==> src/rtl/divider_pkg.sv <==
// Shared types, constants and sign/saturation helpers for the fixed-point divider.
// Inverts a multiply by a 2^32-scaled fraction: quotient = in * 2^32 / constant.
package divider_pkg;

   localparam int WIDTH = 32;
   localparam int CNT_W = 6;

   localparam logic [WIDTH-1:0] SAT_POS = 32'h7FFF_FFFF;
   localparam logic [WIDTH-1:0] SAT_NEG = 32'h8000_0000;

   typedef enum logic [1:0] {
      IDLE   = 2'd0,
      DIVIDE = 2'd1,
      DONE   = 2'd2
   } state_t;

   typedef struct packed {
      logic [WIDTH-1:0] value;
      logic             sat;
   } result_t;

   // Unsigned magnitude; the most negative value maps to 2^31.
   function automatic logic [WIDTH-1:0] magnitude(input logic [WIDTH-1:0] x);
      logic [WIDTH-1:0] m;
      if (x[WIDTH-1]) begin
         m = ~x + 32'd1;
      end else begin
         m = x;
      end
      return m;
   endfunction

   // Applies the result sign to an unsigned quotient and clamps to the signed range.
   function automatic result_t apply_sign(input logic [WIDTH-1:0] q, input logic neg);
      result_t r;
      if (!neg) begin
         if (q > SAT_POS) begin
            r.value = SAT_POS;
            r.sat   = 1'b1;
         end else begin
            r.value = q;
            r.sat   = 1'b0;
         end
      end else begin
         if (q > SAT_NEG) begin
            r.value = SAT_NEG;
            r.sat   = 1'b1;
         end else if (q == SAT_NEG) begin
            r.value = SAT_NEG;
            r.sat   = 1'b0;
         end else begin
            r.value = ~q + 32'd1;
            r.sat   = 1'b0;
         end
      end
      return r;
   endfunction

endpackage

==> src/rtl/divider_step.sv <==
// One restoring division step: shift the remainder left, compare against the
// divisor, subtract when it fits and report the resulting quotient bit.
module divider_step
   import divider_pkg::*;
(
   input  logic [WIDTH:0]   rem_in,
   input  logic [WIDTH-1:0] divisor,
   output logic [WIDTH:0]   rem_out,
   output logic             q_bit
);

   logic [WIDTH:0] shifted_s;
   logic [WIDTH:0] divisor_s;

   // Shift/compare/subtract; a set top bit means the shifted value exceeds any divisor
   always_comb begin
      shifted_s = {rem_in[WIDTH-1:0], 1'b0};
      divisor_s = {1'b0, divisor};
      if (rem_in[WIDTH] || (shifted_s >= divisor_s)) begin
         rem_out = shifted_s - divisor_s;
         q_bit   = 1'b1;
      end else begin
         rem_out = shifted_s;
         q_bit   = 1'b0;
      end
   end

endmodule

==> src/rtl/divider_1.sv <==
// Sequential signed fixed-point divider: out = trunc(in * 2^32 / constant),
// with divide-by-zero and saturation shortcuts and a valid/ready handshake.
module divider_1
   import divider_pkg::*;
#(
   parameter int WIDTH = 32
) (
   input  logic             clk,
   input  logic             reset,
   input  logic             in_valid,
   output logic             in_ready,
   input  logic [WIDTH-1:0] in,
   input  logic [WIDTH-1:0] constant,
   output logic             out_valid,
   input  logic             out_ready,
   output logic [WIDTH-1:0] out,
   output logic             div_by_zero,
   output logic             saturated
);

   state_t           state_r;
   logic [WIDTH-1:0] mag_c_r;
   logic             sign_r;
   logic [WIDTH:0]   rem_r;
   logic [WIDTH-2:0] quo_r;
   logic [CNT_W-1:0] cnt_r;
   logic [WIDTH-1:0] out_r;
   logic             out_valid_r;
   logic             dbz_r;
   logic             sat_r;

   logic [WIDTH-1:0] mag_in_s;
   logic [WIDTH-1:0] mag_c_s;
   logic             sign_s;
   logic [WIDTH:0]   rem_next_s;
   logic             q_bit_s;
   logic [WIDTH-1:0] quo_next_s;
   result_t          fin_s;

   divider_step u_step (
      .rem_in  (rem_r),
      .divisor (mag_c_r),
      .rem_out (rem_next_s),
      .q_bit   (q_bit_s)
   );

   // Operand magnitudes, result sign and the signed result of the final step
   always_comb begin
      mag_in_s   = magnitude(in);
      mag_c_s    = magnitude(constant);
      sign_s     = in[WIDTH-1] ^ constant[WIDTH-1];
      quo_next_s = {quo_r, q_bit_s};
      fin_s      = apply_sign(quo_next_s, sign_r);
   end

   // Control FSM with registered datapath and outputs
   always_ff @(posedge clk) begin
      if (reset) begin
         state_r     <= IDLE;
         mag_c_r     <= '0;
         sign_r      <= 1'b0;
         rem_r       <= '0;
         quo_r       <= '0;
         cnt_r       <= '0;
         out_r       <= '0;
         out_valid_r <= 1'b0;
         dbz_r       <= 1'b0;
         sat_r       <= 1'b0;
      end else begin
         case (state_r)
            IDLE: begin
               if (in_valid) begin
                  mag_c_r <= mag_c_s;
                  sign_r  <= sign_s;
                  rem_r   <= {1'b0, mag_in_s};
                  quo_r   <= '0;
                  cnt_r   <= '0;
                  if (constant == 32'd0) begin
                     state_r     <= DONE;
                     out_r       <= in[WIDTH-1] ? SAT_NEG : SAT_POS;
                     out_valid_r <= 1'b1;
                     dbz_r       <= 1'b1;
                     sat_r       <= 1'b0;
                  end else if (mag_in_s >= mag_c_s) begin
                     // Quotient magnitude is at least 2^32: clamp without iterating
                     state_r     <= DONE;
                     out_r       <= sign_s ? SAT_NEG : SAT_POS;
                     out_valid_r <= 1'b1;
                     dbz_r       <= 1'b0;
                     sat_r       <= 1'b1;
                  end else begin
                     state_r <= DIVIDE;
                  end
               end
            end
            DIVIDE: begin
               rem_r <= rem_next_s;
               quo_r <= quo_next_s[WIDTH-2:0];
               cnt_r <= cnt_r + 6'd1;
               if (cnt_r == 6'd31) begin
                  state_r     <= DONE;
                  out_r       <= fin_s.value;
                  out_valid_r <= 1'b1;
                  dbz_r       <= 1'b0;
                  sat_r       <= fin_s.sat;
               end
            end
            DONE: begin
               if (out_ready) begin
                  state_r     <= IDLE;
                  out_valid_r <= 1'b0;
                  dbz_r       <= 1'b0;
                  sat_r       <= 1'b0;
               end
            end
            default: begin
               state_r     <= IDLE;
               out_valid_r <= 1'b0;
               dbz_r       <= 1'b0;
               sat_r       <= 1'b0;
            end
         endcase
      end
   end

   // Ready is masked by reset so it reads low while reset is held
   assign in_ready    = (state_r == IDLE) && !reset;
   assign out_valid   = out_valid_r;
   assign out         = out_r;
   assign div_by_zero = dbz_r;
   assign saturated   = sat_r;

endmodule

==> config.mk <==
export PLATFORM = sky130hd
export DESIGN_NAME = divider_1
export DESIGN_NICKNAME = d
export VERILOG_FILES = /design/src/rtl/divider_pkg.sv /design/src/rtl/divider_step.sv /design/src/rtl/divider_1.sv
export SDC_FILE = /design/constraint.sdc
export NUM_CORES = 1
export LEC_CHECK = 0
export ABC_CLOCK_PERIOD_IN_PS = 5800
export CORE_AREA = 2 2 97 192
export CTS_CLUSTER_SIZE = 14
export DETAILED_ROUTE_END_ITERATION = 7
export DIE_AREA = 0 0 99 194
export PLACE_DENSITY = 0.78
export SLEW_MARGIN = 15
export SYNTH_ARGS = -nofsm -noshare
export SYNTH_HDL_FRONTEND = slang
export SYNTH_SLANG_ARGS = --single-unit
==> constraint.sdc <==
create_clock -name clk -period 5.8 [get_ports clk]
set_input_delay 1.16 -clock clk [delete_from_list [all_inputs] [get_ports clk]]
set_output_delay 1.16 -clock clk [all_outputs]
set_load 0.05 [all_outputs]
==> results.json <==
{
  "hold_class": "reg -> reg",
  "arrival_ns": 5.86,
  "post-route-period-util_pct": 94.98,
  "synth_top_area_share_pct": 27.20,
  "start_util_pct": 58.21,
  "hp-start": "mag_c_r[31]",
  "worstPathMaxFanout": 4,
  "grtUsageTotal_pct": 35.61,
  "clkTransAtPathRegs_ns": 0.06,
  "power_density_mw_per_mm2": 558.1,
  "cp_cell_sequence": "clkdlybuf4s50_1 > or3_1 > or3b_2 > nor3_1 > nand2_1 > or3_1 > o41ai_2 > xor2_1 > ha_1 > nand4_1 > nor2_1 > a21oi_1 > o211ai_1 > a31o_2 > a21o_1 > buf_4 > a31oi_4 > o21ai_0 > a41oi_1",
  "yosys_warnings": 0,
  "pin_count": 104,
  "slew_headroom_pct": 17.88,
  "synth_top_area_cell": "dfxtp_1",
  "critical-path-top-delay-family": "simple AND/OR/NAND/NOR gates",
  "worstSetupEndpointType": "register",
  "synthesis.nets": 1485,
  "antenna_found_initial": 0,
  "hpwl_um": 25680,
  "cts_buffers": 17,
  "dpl-instance-area_mm2": 0.01189,
  "insertion_delay_ns": 0.44,
  "syn-cell-area_mm2": 0.01030,
  "required_ns": 6.15,
  "ir_worst_vdd_mv": 0.4655,
  "regToRegStartpoint": "mag_c_r[10]",
  "routed-via-count": 11080,
  "tns_ns": 0,
  "worst-setup-path-type": "in -> reg",
  "whs_endpoint": "mag_c_r[31]",
  "whs_path_depth": 2,
  "hold_violations": 0,
  "design_area_mm2": 0.01250,
  "placed_cells": 1657,
  "cts_tree": "yes",
  "r2r_cells": 19,
  "num-fill-cells": 1460,
  "die_h_um": 194,
  "cp_slowest_cell": "or3b_2",
  "drt_pass1_iterations": 5,
  "setup_viol_count_final": 0,
  "cpPeakStageDelay_ns": 0.54,
  "h-tree-depth": 4,
  "crit_path_frequent_cell": "or3_1",
  "layout.cells.non_filler": 1689,
  "cts_buffer_depth": 2,
  "timing.fmax_mhz": 181.5,
  "layout-drive-gt1-share_pct": 10.57,
  "yosysSeqAreaShare_pct": 27.20,
  "synth_cells": 1348,
  "avgRoutedWirePerCell_um": 20.42,
  "crit_path_start_kind": "input port",
  "finalWirelength_um": 34490,
  "seq_area_mm2": 0.002803,
  "tightest_slew_ns": 1.229,
  "grt_max_degree": 81,
  "first_global_vias": 10940,
  "cts.sinks": 140,
  "min_period_ns": 5.509,
  "synth.distinct_cells": 82,
  "first_iter_violations": 776,
  "remaining_drc_errors": 0,
  "status": "complete, no violations",
  "leakage_nw": 4.827,
  "overflow": 0,
  "grt_pass1_wl_um": 54140,
  "hold_buffers": 0,
  "drv_slew": 0,
  "finClkSkew_ns": 0.01208,
  "multiInputGateArea_mm2": 0.007033,
  "rows": 69,
  "fp.dieW_um": 99,
  "grt_setup_unrepaired": "false",
  "ant_nets": 0,
  "synthFlopType": "dfxtp_1",
  "io_buffers": 103,
  "reg2reg_slack_ns": 1.08,
  "synthTopCellsByCount": "nand2_1 (159), dfxtp_1 (140), a21oi_1 (117), o21ai_0 (98), nor2_1 (95)",
  "async_flop_share_pct": 0,
  "antenna-diode-count": 0,
  "dieArea_mm2": 0.01921,
  "via_per_inst": 6.560,
  "synth_area_leaders": "dfxtp_1 (27%), ha_1 (8.3%), nand2_1 (5.8%)",
  "place.gp.congestion": 1.001,
  "ys_seq_elements": 140,
  "crit_buf_inv": 2,
  "drv_cap": 0,
  "r2r-end": "saturated",
  "core_mm2": 0.01770,
  "area_growth_syn_to_layout_pct": 21.30,
  "yosysMostFrequentCell": "nand2_1",
  "syn_area_per_cell_um2": 7.643,
  "synth_edf_count": 0,
  "num-nets-final": 1600,
  "cts_root_buf": "clkbuf_16"
}
==> how the worst max path moves through the flow <==
stage / startpoint / to / cells after the start
floorplan: constant[4] / out[19] / 18
global placement: constant[2] / out[25] / 20
detailed placement: constant[2] / out[25] / 20
CTS: constant[2] / out[25] / 20
global route: constant[4] / out[25] / 19
finish: constant[2] / out[25] / 19
==> tightest hold or removal path: stages, from the launching register on <==
cell	delay (ns)
dfxtp_1	0.32
nand2_1	0.05
o21ai_0	0.05
==> power breakdown <==
part / internal [mW] / switching, mW
Combinational: 1.74 / 2.81
Sequential: 1.16 / 0.162
Clock: 0.647 / 0.457
==> what timing repair did <==
item | 4_1_cts | 5_1_grt
setup endpoints to repair | 0 | 2
endpoints found under the hold margin | 0 | 0
buffers inserted | 0 | 0
resized for setup | 0 | 3
==> cell type report <==
type / instances / share of cell area [%]
Tap cell: 213 / 2.133
Sequential cell: 140 / 22.43
Clock inverter: 12 / 1.091
Inverter: 50 / 1.502
Multi-Input combinational cell: 1075 / 56.28
Clock buffer: 20 / 3.574
Timing Repair Buffer: 179 / 13.00
==> routing by layer <==
metal  track usage (%)  wire length [µm]
met2             64.56             18320
met1             33.18             10900
met4             31.56              3301
met3             5.516              1959
met5                 0                 0
==> cells in the final DEF (no fill, tap or decap), drive strengths merged, types with 8 or more instances in the layout <==
master and n:
nand2 159, or3 15, dfxtp 140, nor3 42
nand4 18, or4 16, clkbuf 20, a21oi 117
o31ai 20, a211oi 17, o211ai 8, o21a 11
nand2b 21, nand3 46, nor2b 13, xor2 48
mux2 9, a31oi 12, o41ai 9, clkdlybuf4s50 102
nor2 95, xnor2 44, a22oi 28, ha 68
mux2i 11, inv 53, buf 77, o21ai 99
nor4 11, a21o 22
==> cell families after synthesis <==
family,Yosys count,synth area share (%)
AOI/OAI and AO/OA,414,26.16
xor gates and xnor gates,92,7.821
adders and majority gates,69,8.453
buffers and inverters,133,4.943
DFF,140,27.20
muxes,20,2.053
and+or+nand+nor,480,23.37
==> per-stage QoR <==
| step | worst slack, ns | hold WS, ns | total power [mW] | utilization (%) |
|---|---|---|---|---|
| finish | 0.2914 | 0.4518 | 6.975 | 70.61 |
| global route | 0.01991 | 0.4772 | 7.397 | 70.61 |
| CTS | 0.09962 | 0.4566 | 6.856 | 70.49 |
| detailed placement | -0.2691 | 0.4436 | 5.731 | 67.20 |
| global placement | -0.1343 | 0.4345 | 5.661 | 67.20 |
| floorplan | 0.7396 | 0.4207 | 4.496 | - |
==> registers in the layout, indices dropped and copies added (netlist names) <==
signal       count
state_r          2
rem_r           33
quo_r           31
out             32
out_valid        1
mag_c_r         32
saturated        1
div_by_zero      1
sign_r           1
cnt_r            6
(Power assumes the default switching activity.)
